## config.mk

```make
export PLATFORM = sky130hd
export DESIGN_NAME = k_calc_golomb_flat
export DESIGN_NICKNAME = d
export VERILOG_FILES = /design/src/rtl/k_calc_golomb_if.sv /design/src/rtl/k_calc_golomb.sv /design/src/flat_wrapper.sv
export SDC_FILE = /design/constraint.sdc
export NUM_CORES = 1
export LEC_CHECK = 0
export CAP_MARGIN = 20
export CORE_ASPECT_RATIO = 0.6
export CORE_MARGIN = 8
export CORE_UTILIZATION = 40
export CTS_CLUSTER_DIAMETER = 40
export CTS_CLUSTER_SIZE = 24
export DETAILED_ROUTE_END_ITERATION = 8
export REMOVE_ABC_BUFFERS = 1
export SLEW_MARGIN = 25
export SYNTH_ARGS = -nofsm -noshare
export SYNTH_HDL_FRONTEND = slang
export SYNTH_SLANG_ARGS = --single-unit
```

## constraint.sdc

```tcl
create_clock -name clk -period 5.1 [get_ports clk]
set_input_delay 1.02 -clock clk [delete_from_list [all_inputs] [get_ports clk]]
set_output_delay 1.02 -clock clk [all_outputs]
set_load 0.02 [all_outputs]
```

## src/rtl/k_calc_golomb_if.sv

```systemverilog
// k_calc_golomb_if: input/output bundle between the context-statistics store
// and the Golomb k calculator.
//   N       context occurrence count
//   A       accumulated error magnitude (regular mode)
//   mode    0 regular, 1 run, 2 run interruption, 3 reserved
//   RIType  run-interruption type
//   temp    A of the run-interruption context
//   k_inc   minimum k, start of the search
//   k       registered Golomb parameter
// master drives the context inputs; slave is the calculator.
interface k_calc_golomb_if #(
    parameter int unsigned N_length    = 7,
    parameter int unsigned A_length    = 16,
    parameter int unsigned mode_length = 2,
    parameter int unsigned temp_length = 17,
    parameter int unsigned k_length    = 5
);
    logic [N_length-1:0]    N;
    logic [A_length-1:0]    A;
    logic [mode_length-1:0] mode;
    logic                   RIType;
    logic [temp_length-1:0] temp;
    logic [k_length-1:0]    k_inc;
    logic [k_length-1:0]    k;

    modport master (
        output N, A, mode, RIType, temp, k_inc,
        input  k
    );

    modport slave (
        input  N, A, mode, RIType, temp, k_inc,
        output k
    );
endinterface

```

## src/rtl/k_calc_golomb.sv

```systemverilog
// k_calc_golomb: JPEG-LS Golomb parameter k from N and A (regular mode) or
// TEMP (run-interruption mode). All candidate shifts 0..K_MAX are compared in
// parallel, priority-encoded to the lowest hit at or above k_inc, and
// registered.
// Ports:
//   clk  rising-edge clock
//   rst  synchronous active-high reset, clears k to 0
//   bus  k_calc_golomb_if.slave: N, A, mode, RIType, temp, k_inc in; k out
// Optional build macro K_CALC_PIPE2_EN: registers the hit vector and the
// run-mode zero flag, moving the priority encode to a second stage
// (latency 2 instead of 1, throughput unchanged).
module k_calc_golomb #(
    parameter int unsigned N_length    = 7,
    parameter int unsigned A_length    = 16,
    parameter int unsigned mode_length = 2,
    parameter int unsigned temp_length = 17,
    parameter int unsigned k_length    = 5,
    parameter int unsigned K_MAX       = 16
) (
    input  logic           clk,
    input  logic           rst,
    k_calc_golomb_if.slave bus
);
    // Shift width large enough that N << K_MAX loses nothing.
    localparam int unsigned ShW  = N_length + K_MAX;
    localparam int unsigned SumW = temp_length + 1;
    localparam int unsigned HitW = K_MAX + 1;

    logic [SumW-1:0]     ri_sum;
    logic [ShW-1:0]      target;
    logic [HitW-1:0]     hit;
    logic                run_zero;
    logic [k_length-1:0] k_d, k_q;

    // Lowest hit wins; no hit saturates to K_MAX; run/reserved modes force 0.
    function automatic logic [k_length-1:0] prio_enc(input logic [HitW-1:0] h,
                                                     input logic            z);
        logic [k_length-1:0] r;
        r = k_length'(K_MAX);
        for (int c = int'(K_MAX); c >= 0; c--) begin
            if (h[c]) r = k_length'(c);
        end
        if (z) r = '0;
        return r;
    endfunction

    // Run-interruption target; one extra bit so temp + N/2 never wraps.
    always_comb begin
        ri_sum = SumW'(bus.temp);
        if (bus.RIType) ri_sum = ri_sum + SumW'(bus.N >> 1);
    end

    always_comb begin
        target   = '0;
        run_zero = 1'b0;
        case (bus.mode)
            mode_length'(0): target   = ShW'(bus.A);
            mode_length'(2): target   = ShW'(ri_sum);
            default:         run_zero = 1'b1;
        endcase
    end

    always_comb begin
        hit = '0;
        for (int unsigned c = 0; c < HitW; c++) begin
            hit[c] = ((ShW'(bus.N) << c) >= target) && (c >= 32'(bus.k_inc));
        end
    end

`ifdef K_CALC_PIPE2_EN
    logic [HitW-1:0] hit_d, hit_q;
    logic            zero_d, zero_q;

    always_comb begin
        hit_d  = hit;
        zero_d = run_zero;
        k_d    = prio_enc(hit_q, zero_q);
    end

    // The zero flag resets high so the cleared stage drains as k = 0.
    always_ff @(posedge clk) begin
        if (rst) begin
            hit_q  <= '0;
            zero_q <= 1'b1;
            k_q    <= '0;
        end else begin
            hit_q  <= hit_d;
            zero_q <= zero_d;
            k_q    <= k_d;
        end
    end
`else
    always_comb begin
        k_d = prio_enc(hit, run_zero);
    end

    always_ff @(posedge clk) begin
        if (rst) begin
            k_q <= '0;
        end else begin
            k_q <= k_d;
        end
    end
`endif

    assign bus.k = k_q;
endmodule

```

## src/flat_wrapper.sv

```systemverilog
// flat-port wrapper written by rule: the top's interface ports become plain ports
module k_calc_golomb_flat 
#(
    parameter int unsigned N_length    = 7,
    parameter int unsigned A_length    = 16,
    parameter int unsigned mode_length = 2,
    parameter int unsigned temp_length = 17,
    parameter int unsigned k_length    = 5,
    parameter int unsigned K_MAX       = 16
)
  (clk, rst, bus_N, bus_A, bus_mode, bus_RIType, bus_temp, bus_k_inc, bus_k);
  k_calc_golomb_if #(.N_length(N_length), .A_length(A_length), .mode_length(mode_length), .temp_length(temp_length), .k_length(k_length)) bus_i ();
  input  logic clk;
  input  logic rst;
  input wire logic [$bits(bus_i.N)-1:0] bus_N;
  input wire logic [$bits(bus_i.A)-1:0] bus_A;
  input wire logic [$bits(bus_i.mode)-1:0] bus_mode;
  input wire logic [$bits(bus_i.RIType)-1:0] bus_RIType;
  input wire logic [$bits(bus_i.temp)-1:0] bus_temp;
  input wire logic [$bits(bus_i.k_inc)-1:0] bus_k_inc;
  output wire logic [$bits(bus_i.k)-1:0] bus_k;
  assign bus_i.N = bus_N;
  assign bus_i.A = bus_A;
  assign bus_i.mode = bus_mode;
  assign bus_i.RIType = bus_RIType;
  assign bus_i.temp = bus_temp;
  assign bus_i.k_inc = bus_k_inc;
  assign bus_k = bus_i.k;
  k_calc_golomb #(.N_length(N_length), .A_length(A_length), .mode_length(mode_length), .temp_length(temp_length), .k_length(k_length), .K_MAX(K_MAX)) u_core (.clk(clk), .rst(rst), .bus(bus_i));
endmodule
```

==> results of run 1 <==
layout make-up:
| cell class | instances | area, µm² | area share |
|---|---|---|---|
| Multi-Input combinational cell | 477 | 4020 | 0.7037 |
| Timing Repair Buffer | 153 | 1300 | 0.2276 |
| Tap cell | 135 | 168.9 | 0.02957 |
| Sequential cell | 5 | 100.1 | 0.01752 |
| Clock buffer | 4 | 78.83 | 0.01380 |
| Inverter | 12 | 45.04 | 0.007884 |
logic make-up after synthesis:
logic type	count (synthesis)	synth area share
AO/OA/AOI/OAI	176	0.3318
XOR/XNOR	7	0.01557
adder cells (fa/ha/maj)	109	0.3483
buffers and inverters	22	0.02542
flip-flops	5	0.02542
multiplexers	3	0.007627
AND/OR/NAND/NOR	182	0.2460
worst min path at each step:
stage	from	to	cells after the start
after CTS	rst	u_core.bus.k[0]	5
after global placement	u_core.bus.k[1]	bus_k[1]	1
after global routing	rst	u_core.bus.k[0]	5
after floorplan	bus_mode[0]	u_core.bus.k[1]	3
after detailed placement	u_core.bus.k[2]	bus_k[2]	1
final	rst	u_core.bus.k[0]	5
cell usage in the layout (no fill, tap or decap), types with 3 or more instances in the layout:
cell             count
ha_1               102
dfxtp_1              5
nor2_1              47
nand2_1             26
a211oi_2             4
nand3b_1             6
nor2b_1              9
mux2i_1              3
xnor2_1              4
ha_4                 4
and3_1               4
a31o_2               3
a2111oi_2            3
o31ai_1              4
o21bai_1             3
o211ai_1             5
a21oi_1             30
or3_1                6
and2_1               3
inv_1               11
buf_4               98
a211o_1              4
clkbuf_16            3
o21ai_1              5
nor3_1               8
nand3_1             19
nand2b_1            13
a21o_1              27
clkdlybuf4s50_1     49
a211oi_1             7
dlymetal6s2s_1       5
nand4_1             14
o21ai_0             20
o21a_1               6
and4_1               3
o311ai_2             3
a21oi_2              5
per-layer routing:
layer,GRT usage,vias up,share of wire
met1,0.3631,2282,0.49
met2,0.3316,225,0.39
met5,0,-,0.00072
met3,0.06061,13,0.11
li1,-,2303,-
met4,0.04526,2,0.0062
through the flow:
step            power, W  std cells
2_1_floorplan  0.0003167        494
3_3_place_gp   0.0005428        777
3_5_place_dp   0.0005626        777
4_1_cts        0.0007010        783
5_1_grt        0.0008049        786
6_report       0.0007475        786
power groups by stage:
stage	Combinational [W]	Clock (W)	Sequential, W
after floorplan	0.000269	0	0.0000477
after global placement	0.000499	0	0.0000438
after detailed placement	0.000519	0	0.0000437
after CTS	0.000528	0.000130	0.0000432
after global routing	0.000629	0.000132	0.0000435
final	0.000575	0.000129	0.0000432
critical path: stages:
cell and delay [ns]:
clkdlybuf4s50_1 0.50, ha_2 0.19, inv_1 0.06, fa_2 0.39, nor2b_4 0.20, o31ai_4 0.10
a2111oi_4 0.33, xnor2_1 0.15, a211o_1 0.39, buf_4 0.17, ha_1 0.30, nand4_1 0.13
nor2_1 0.07, a211oi_2 0.27, a221oi_2 0.11, buf_4 0.20, or3_1 0.30, o211a_1 0.21
o21ai_1 0.12
what timing repair did:
item / CTS / global route
pin swaps: 2 / 16
buffers inserted: 2 / 3
setup endpoints to repair: 5 / 5
gates resized for setup: 11 / 56
==> results.txt, run 1 <==
- Gate count after technology mapping: 504
- The share of total power dissipated in sequential elements is 0.058.
* Cell type with the highest aggregate area in the netlist: ha_1
- Area share of the largest cell type after synthesis: 0.3432
- The critical path starts at bus_temp[0].
* Pre-antenna DRT Iters: 5
- Utilization after layout: 0.5887
- Slew HR: 0.5374
* Setup TNS: 0 ns
- The most common cell in the synthesized netlist is ha_1.
* Hold Buf Count CTS: 0
* Number of vias in the routed layout: 4,825
- Of the total power, the share spent switching nets is 0.4451.
- After synthesis the cells add up to 3938 µm².
- Synth async-reset ratio: 0
- TritonCTS built the clock tree.
* Maximum number of pins on one net before global-route repair: 18
- After floorplanning, the core was sized to cover 9704 µm².
- Post-synth EDFFs: 0
* Minimum clock period: 5.050 ns
* Tot GR Track Use: 0.2412
* Ratio of total power to cell area: 130.8 nW/µm²
- For the pin with the worst max-slew slack, the measured transition is 0.6764 ns.
- Along the worst path, the maximum fanout reaches 4.
* Maximum level of the CTS H-tree: 1
* Tcrit/Tclk final: 0.9902
* Num rows: 28
- Die X-Extent: 144.1 µm
- Max FFs per register: 5
* Final hold vios: 0
- The run finished with clean final reports.
- Initial core utilization: 0.4058
* Ranking of synthesized cells by area: ha_1, a21o_1, nor2_1
* Int Power: 0.0004147 W
* Final non-filler cell area: 5713 µm²
* Layout area overhead: 45.09%
- Number of fill cells: 881
- No sink is reached through more buffers than the 2 on the longest clock path.
- Number of ports placed on the die boundary: 55
- The share of total power dissipated in the clock network is 0.172.
- Post-route DRC violation count: 0
- Using the TritonRoute via totals, the vias-per-cell ratio works out to 6.139.
- Global-route wire length before repair: 25,470 µm
* Initial antenna violation count: 1
- The share of the Yosys chip area taken by registers is 0.02542.
- Ys Warns: 0
- Synthesis instantiated 84 different standard cells from the library.
* Required time reported for the critical path endpoint: 5.26 ns
- The worst hold path belongs to the class input port to register.
- At the end of routability-driven placement, the weighted congestion stood at 0.9737.
* Die ar.: 13,380 µm²
* Y dimension of the die: 92.85 µm
- Placed instance area: 5298 µm²
- Each instance of the synthesized netlist takes up on average 7.813 µm².
* Final setup violation count: 0
- The worst setup path is captured at a register.
* Overflow left after global routing: 0
- Once detail routing completed, the nets flagged for antenna violations numbered 0.
* Count of final max-slew check failures: 0
* Clock root buffer master: clkbuf_16
- Most common library cells after synthesis: ha_1, nor2_1, a21oi_1
- Clock-pin slew was measured on the worst setup and hold paths at 0.03 ns.
* Static leakage power: 2.504 nW
* Nets: 811
* Worst IR drop on VDD: 0.1578 mV
* FF+latch count, synth: 5
- After the first detailed-routing iteration, the DRC count stood at 455.
- Routed length per placed instance: 21.21 µm
- Count of buffers inserted at the top-level ports: 54
* Overall routed net length: 16,670 µm
- The wire-length estimate of the detail-placed layout is 13,050 µm.
* Highest Clock Rate: 198.0 MHz
- Switching power: 0.0003327 W
- Number of sinks driven by the clock tree: 5
- The share of total power dissipated in combinational logic is 0.770.
* Worst hold margin: 1.746 ns
* Setup CP Type: input port to register
* CP Capture Point: u_core.bus.k[1]
* Number of global-route vias before repair: 4,766
* Count of inserted antenna diode cells: 0
- TritonCTS created 3 clock buffers.
- Dpl ws: -0.4385 ns
* Max Cap Viol: 0
* Most used DFF post-synth: dfxtp_1
- STA classifies the critical path startpoint as an input port.
- Share of cells above drive strength 1: 0.2519
- Once routing completed, OpenROAD measured the worst setup slack at 0.04998 ns.
* Setup repair after global routing missed its margin: yes
- Data arrives at the worst endpoint at 5.21 ns.
Note: power is estimated with default switching activity, not from simulation.
==> run 2: changes to the inputs <==
--- a/config.mk
+++ b/config.mk
@@ -7,7 +7,6 @@
 export LEC_CHECK = 0
 export CAP_MARGIN = 20
 export CORE_ASPECT_RATIO = 0.6
-export CORE_MARGIN = 8
 export CORE_UTILIZATION = 40
 export CTS_CLUSTER_DIAMETER = 40
 export CTS_CLUSTER_SIZE = 24
==> results.txt, run 2 (synthesized netlist as in run 1, its figures left out) <==
* Min-delay worst type: input port to register
* Initial antenna violation count: 2
- Worst hold margin: 1.744 ns
* Setup CP Type: input port to register
- Min setup slack post-route: 0.1730 ns
* Post-detailed-route count of antenna-violating nets: 0
- Number of sinks driven by the clock tree: 5
* Worst setup path startpoint: bus_temp[5]
* Count of buffers inserted at the top-level ports: 54
- Largest fanout of any net on the critical path: 5
* Non-filler instance count after layout: 795
* Data arrival at the endpoint of the critical path: 5.04 ns
- Number of ports placed on the die boundary: 55
- After global routing, the most crowded layer is met1.
* Initial detailed-routing violation count: 496
- Ratio of total power to cell area: 131.5 nW/µm²
- Static leakage power: 2.562 nW
- Leading cell types in the layout, fill and taps excluded: buf_4, ha_1, nor2_1
* Category of cells accounting for the largest share of critical-path delay: compound AO/OA/AOI/OAI gates
- After clock tree synthesis, the clock-pin slew on the worst setup and hold paths is 0.03 ns.
- Most common library cell in the layout ignoring fill and taps: buf_4
- The die is 130.1 µm wide.
- In the global route stage, met2 resource usage came out at 0.4495.
- Dividing the detail-routed wire length by the instance count gives 20.17 µm.
- The first global-routing pass estimated 24,810 µm of wire.
* Tcrit/Tclk final: 0.9661
* Number of fill cells: 855
- In the final layout, the share of cells above drive strength 1 is 0.2428.
- TritonCTS built the clock tree.
* Count of final max-slew check failures: 0
- TritonCTS created 3 clock buffers.
* Placed Cells: 787
* Maximum level of the CTS H-tree: 1
- Reg area: 100.1 µm²
- Detailed placement finished with a half-perimeter wire length of 13,020 µm.
- Result of the run: complete, no violations
- Counting buffers and inverters, the worst setup path is 16 cells deep.
- Initial core utilization: 0.4208
- Clock root buffer master: clkbuf_16
* Dpl ws: -0.3237 ns
* Worst IR drop on VDD: 0.1094 mV
- Worst setup SP type: input port
* CP Capture Point: u_core.bus.k[0]
- Summed over all layers, the global routing overflow is 0.
* Die ar.: 10,260 µm²
* Final setup violation count: 0
* GR Util met1: 0.4703
- After the last flow step, the layout net total stands at 823.
- Overall routed net length: 16,040 µm
- Cells along the critical path: clkdlybuf4s50_1 -> ha_1 -> nand3_1 -> buf_4 -> a21o_1 -> a2111oi_1 -> nor3_1 -> ha_1 -> a2111oi_1 -> a222oi_1 -> o221ai_1 -> a31o_2 -> a2111o_1 -> o211ai_2 -> nor3_2 -> a21o_1
* Slowest CP cell: clkdlybuf4s50_1
- Met3 capacity usage during global routing: 0.05795
- Number of buffer and inverter stages on the critical path: 2
- Standard cell core area: 9358 µm²
- Based on the critical path, the design can be clocked at up to 203.0 MHz.
- The register with the most flip-flops in the layout has 5 of them.
- Minimum clock period: 4.927 ns
- Using the TritonRoute via totals, the vias-per-cell ratio works out to 6.184.
- The first detailed-routing pass ran for 5 iterations.
- Entering global routing, the biggest net connects 18 pins.
- STA classifies the critical path endpoint as a register.
* Post-route DRC violation count: 0
- Routability-driven placement finished with a final weighted congestion of 0.9601.
- Data on the critical path is required at its endpoint by 5.22 ns.
- Tot GR Track Use: 0.3151
* Max incr delay on CP: 0.47 ns
- Num rows: 27
- At the pin with the least slew margin, the transition time is 0.6325 ns.
- The number of hold violations in the final report was 0.
* Layout area overhead: 43.60%
- In this run the tightest slew margin relative to its limit is 0.5773.
- The completed layout was analyzed and its total power is 0.0007435 W.
* Y dimension of the die: 78.85 µm
* Hold Buf Count CTS: 0
- Number of global-route vias before repair: 4,695
* Area used by multi-input combinational logic: 3872 µm²
- Across the run, the number of max-cap violations was 0.
- Max Root-Sink Buffers: 2
* Number of vias in the routed layout: 4,916
[run 2: repair_timing]
item                       in CTS  in global routing
resized for setup              10                 32
setup endpoints to repair       4                  5
buffers inserted                0                  2
pin swaps                       1                  6
[run 2: worst min-delay path, delay by kind of cell]
kind                   cells  cell delay [ns]
AOI/OAI and AO/OA          4             0.38
buffers and inverters      1             0.52
[run 2: power by group]
group / switching [W] / total [W] / internal, W
combinational: 0.000298 / 0.000570 / 0.000272
sequential: 0.00000125 / 0.0000437 / 0.0000424
clock: 0.0000263 / 0.000130 / 0.000104
total: 0.000326 / 0.000743 / 0.000418
[run 2: metrics by stage]
stage | TNS (ns) | utilization | cell area [µm²]
after floorplan | 0 | - | 3882
after global placement | -1.112 | 0.5775 | 5404
after detailed placement | -1.267 | 0.5775 | 5404
after CTS | -0.02132 | 0.5895 | 5517
after global routing | -0.06395 | 0.6037 | 5649
final | 0 | 0.6042 | 5654
[run 2: area by class of cell]
| type | count | share of cell area |
|---|---|---|
| clock buffer | 4 | 0.01394 |
| inverter | 12 | 0.007966 |
| sequential | 5 | 0.01770 |
| tap | 130 | 0.02877 |
| timing repair buffer | 165 | 0.2459 |
| antenna | 2 | 0.0008852 |
| multi-input combinational | 477 | 0.6849 |
[run 2: how the worst min path moves through the flow]
stage                    start         endpoint  slack (ns)  depth (start not counted)
2_1_floorplan      bus_mode[0]  u_core.bus.k[1]        1.21                          3
3_3_place_gp   u_core.bus.k[1]         bus_k[1]        1.82                          1
3_5_place_dp   u_core.bus.k[2]         bus_k[2]        1.82                          1
4_1_cts                    rst  u_core.bus.k[0]        1.74                          5
5_1_grt                    rst  u_core.bus.k[0]        1.76                          5
6_report                   rst  u_core.bus.k[0]        1.74                          5
[run 2: layer usage]
layer | wire length [µm] | share of wire
met3 | 1489 | 0.093
met4 | 287 | 0.018
met5 | 0 | 0
met2 | 6215 | 0.39
met1 | 8042 | 0.50
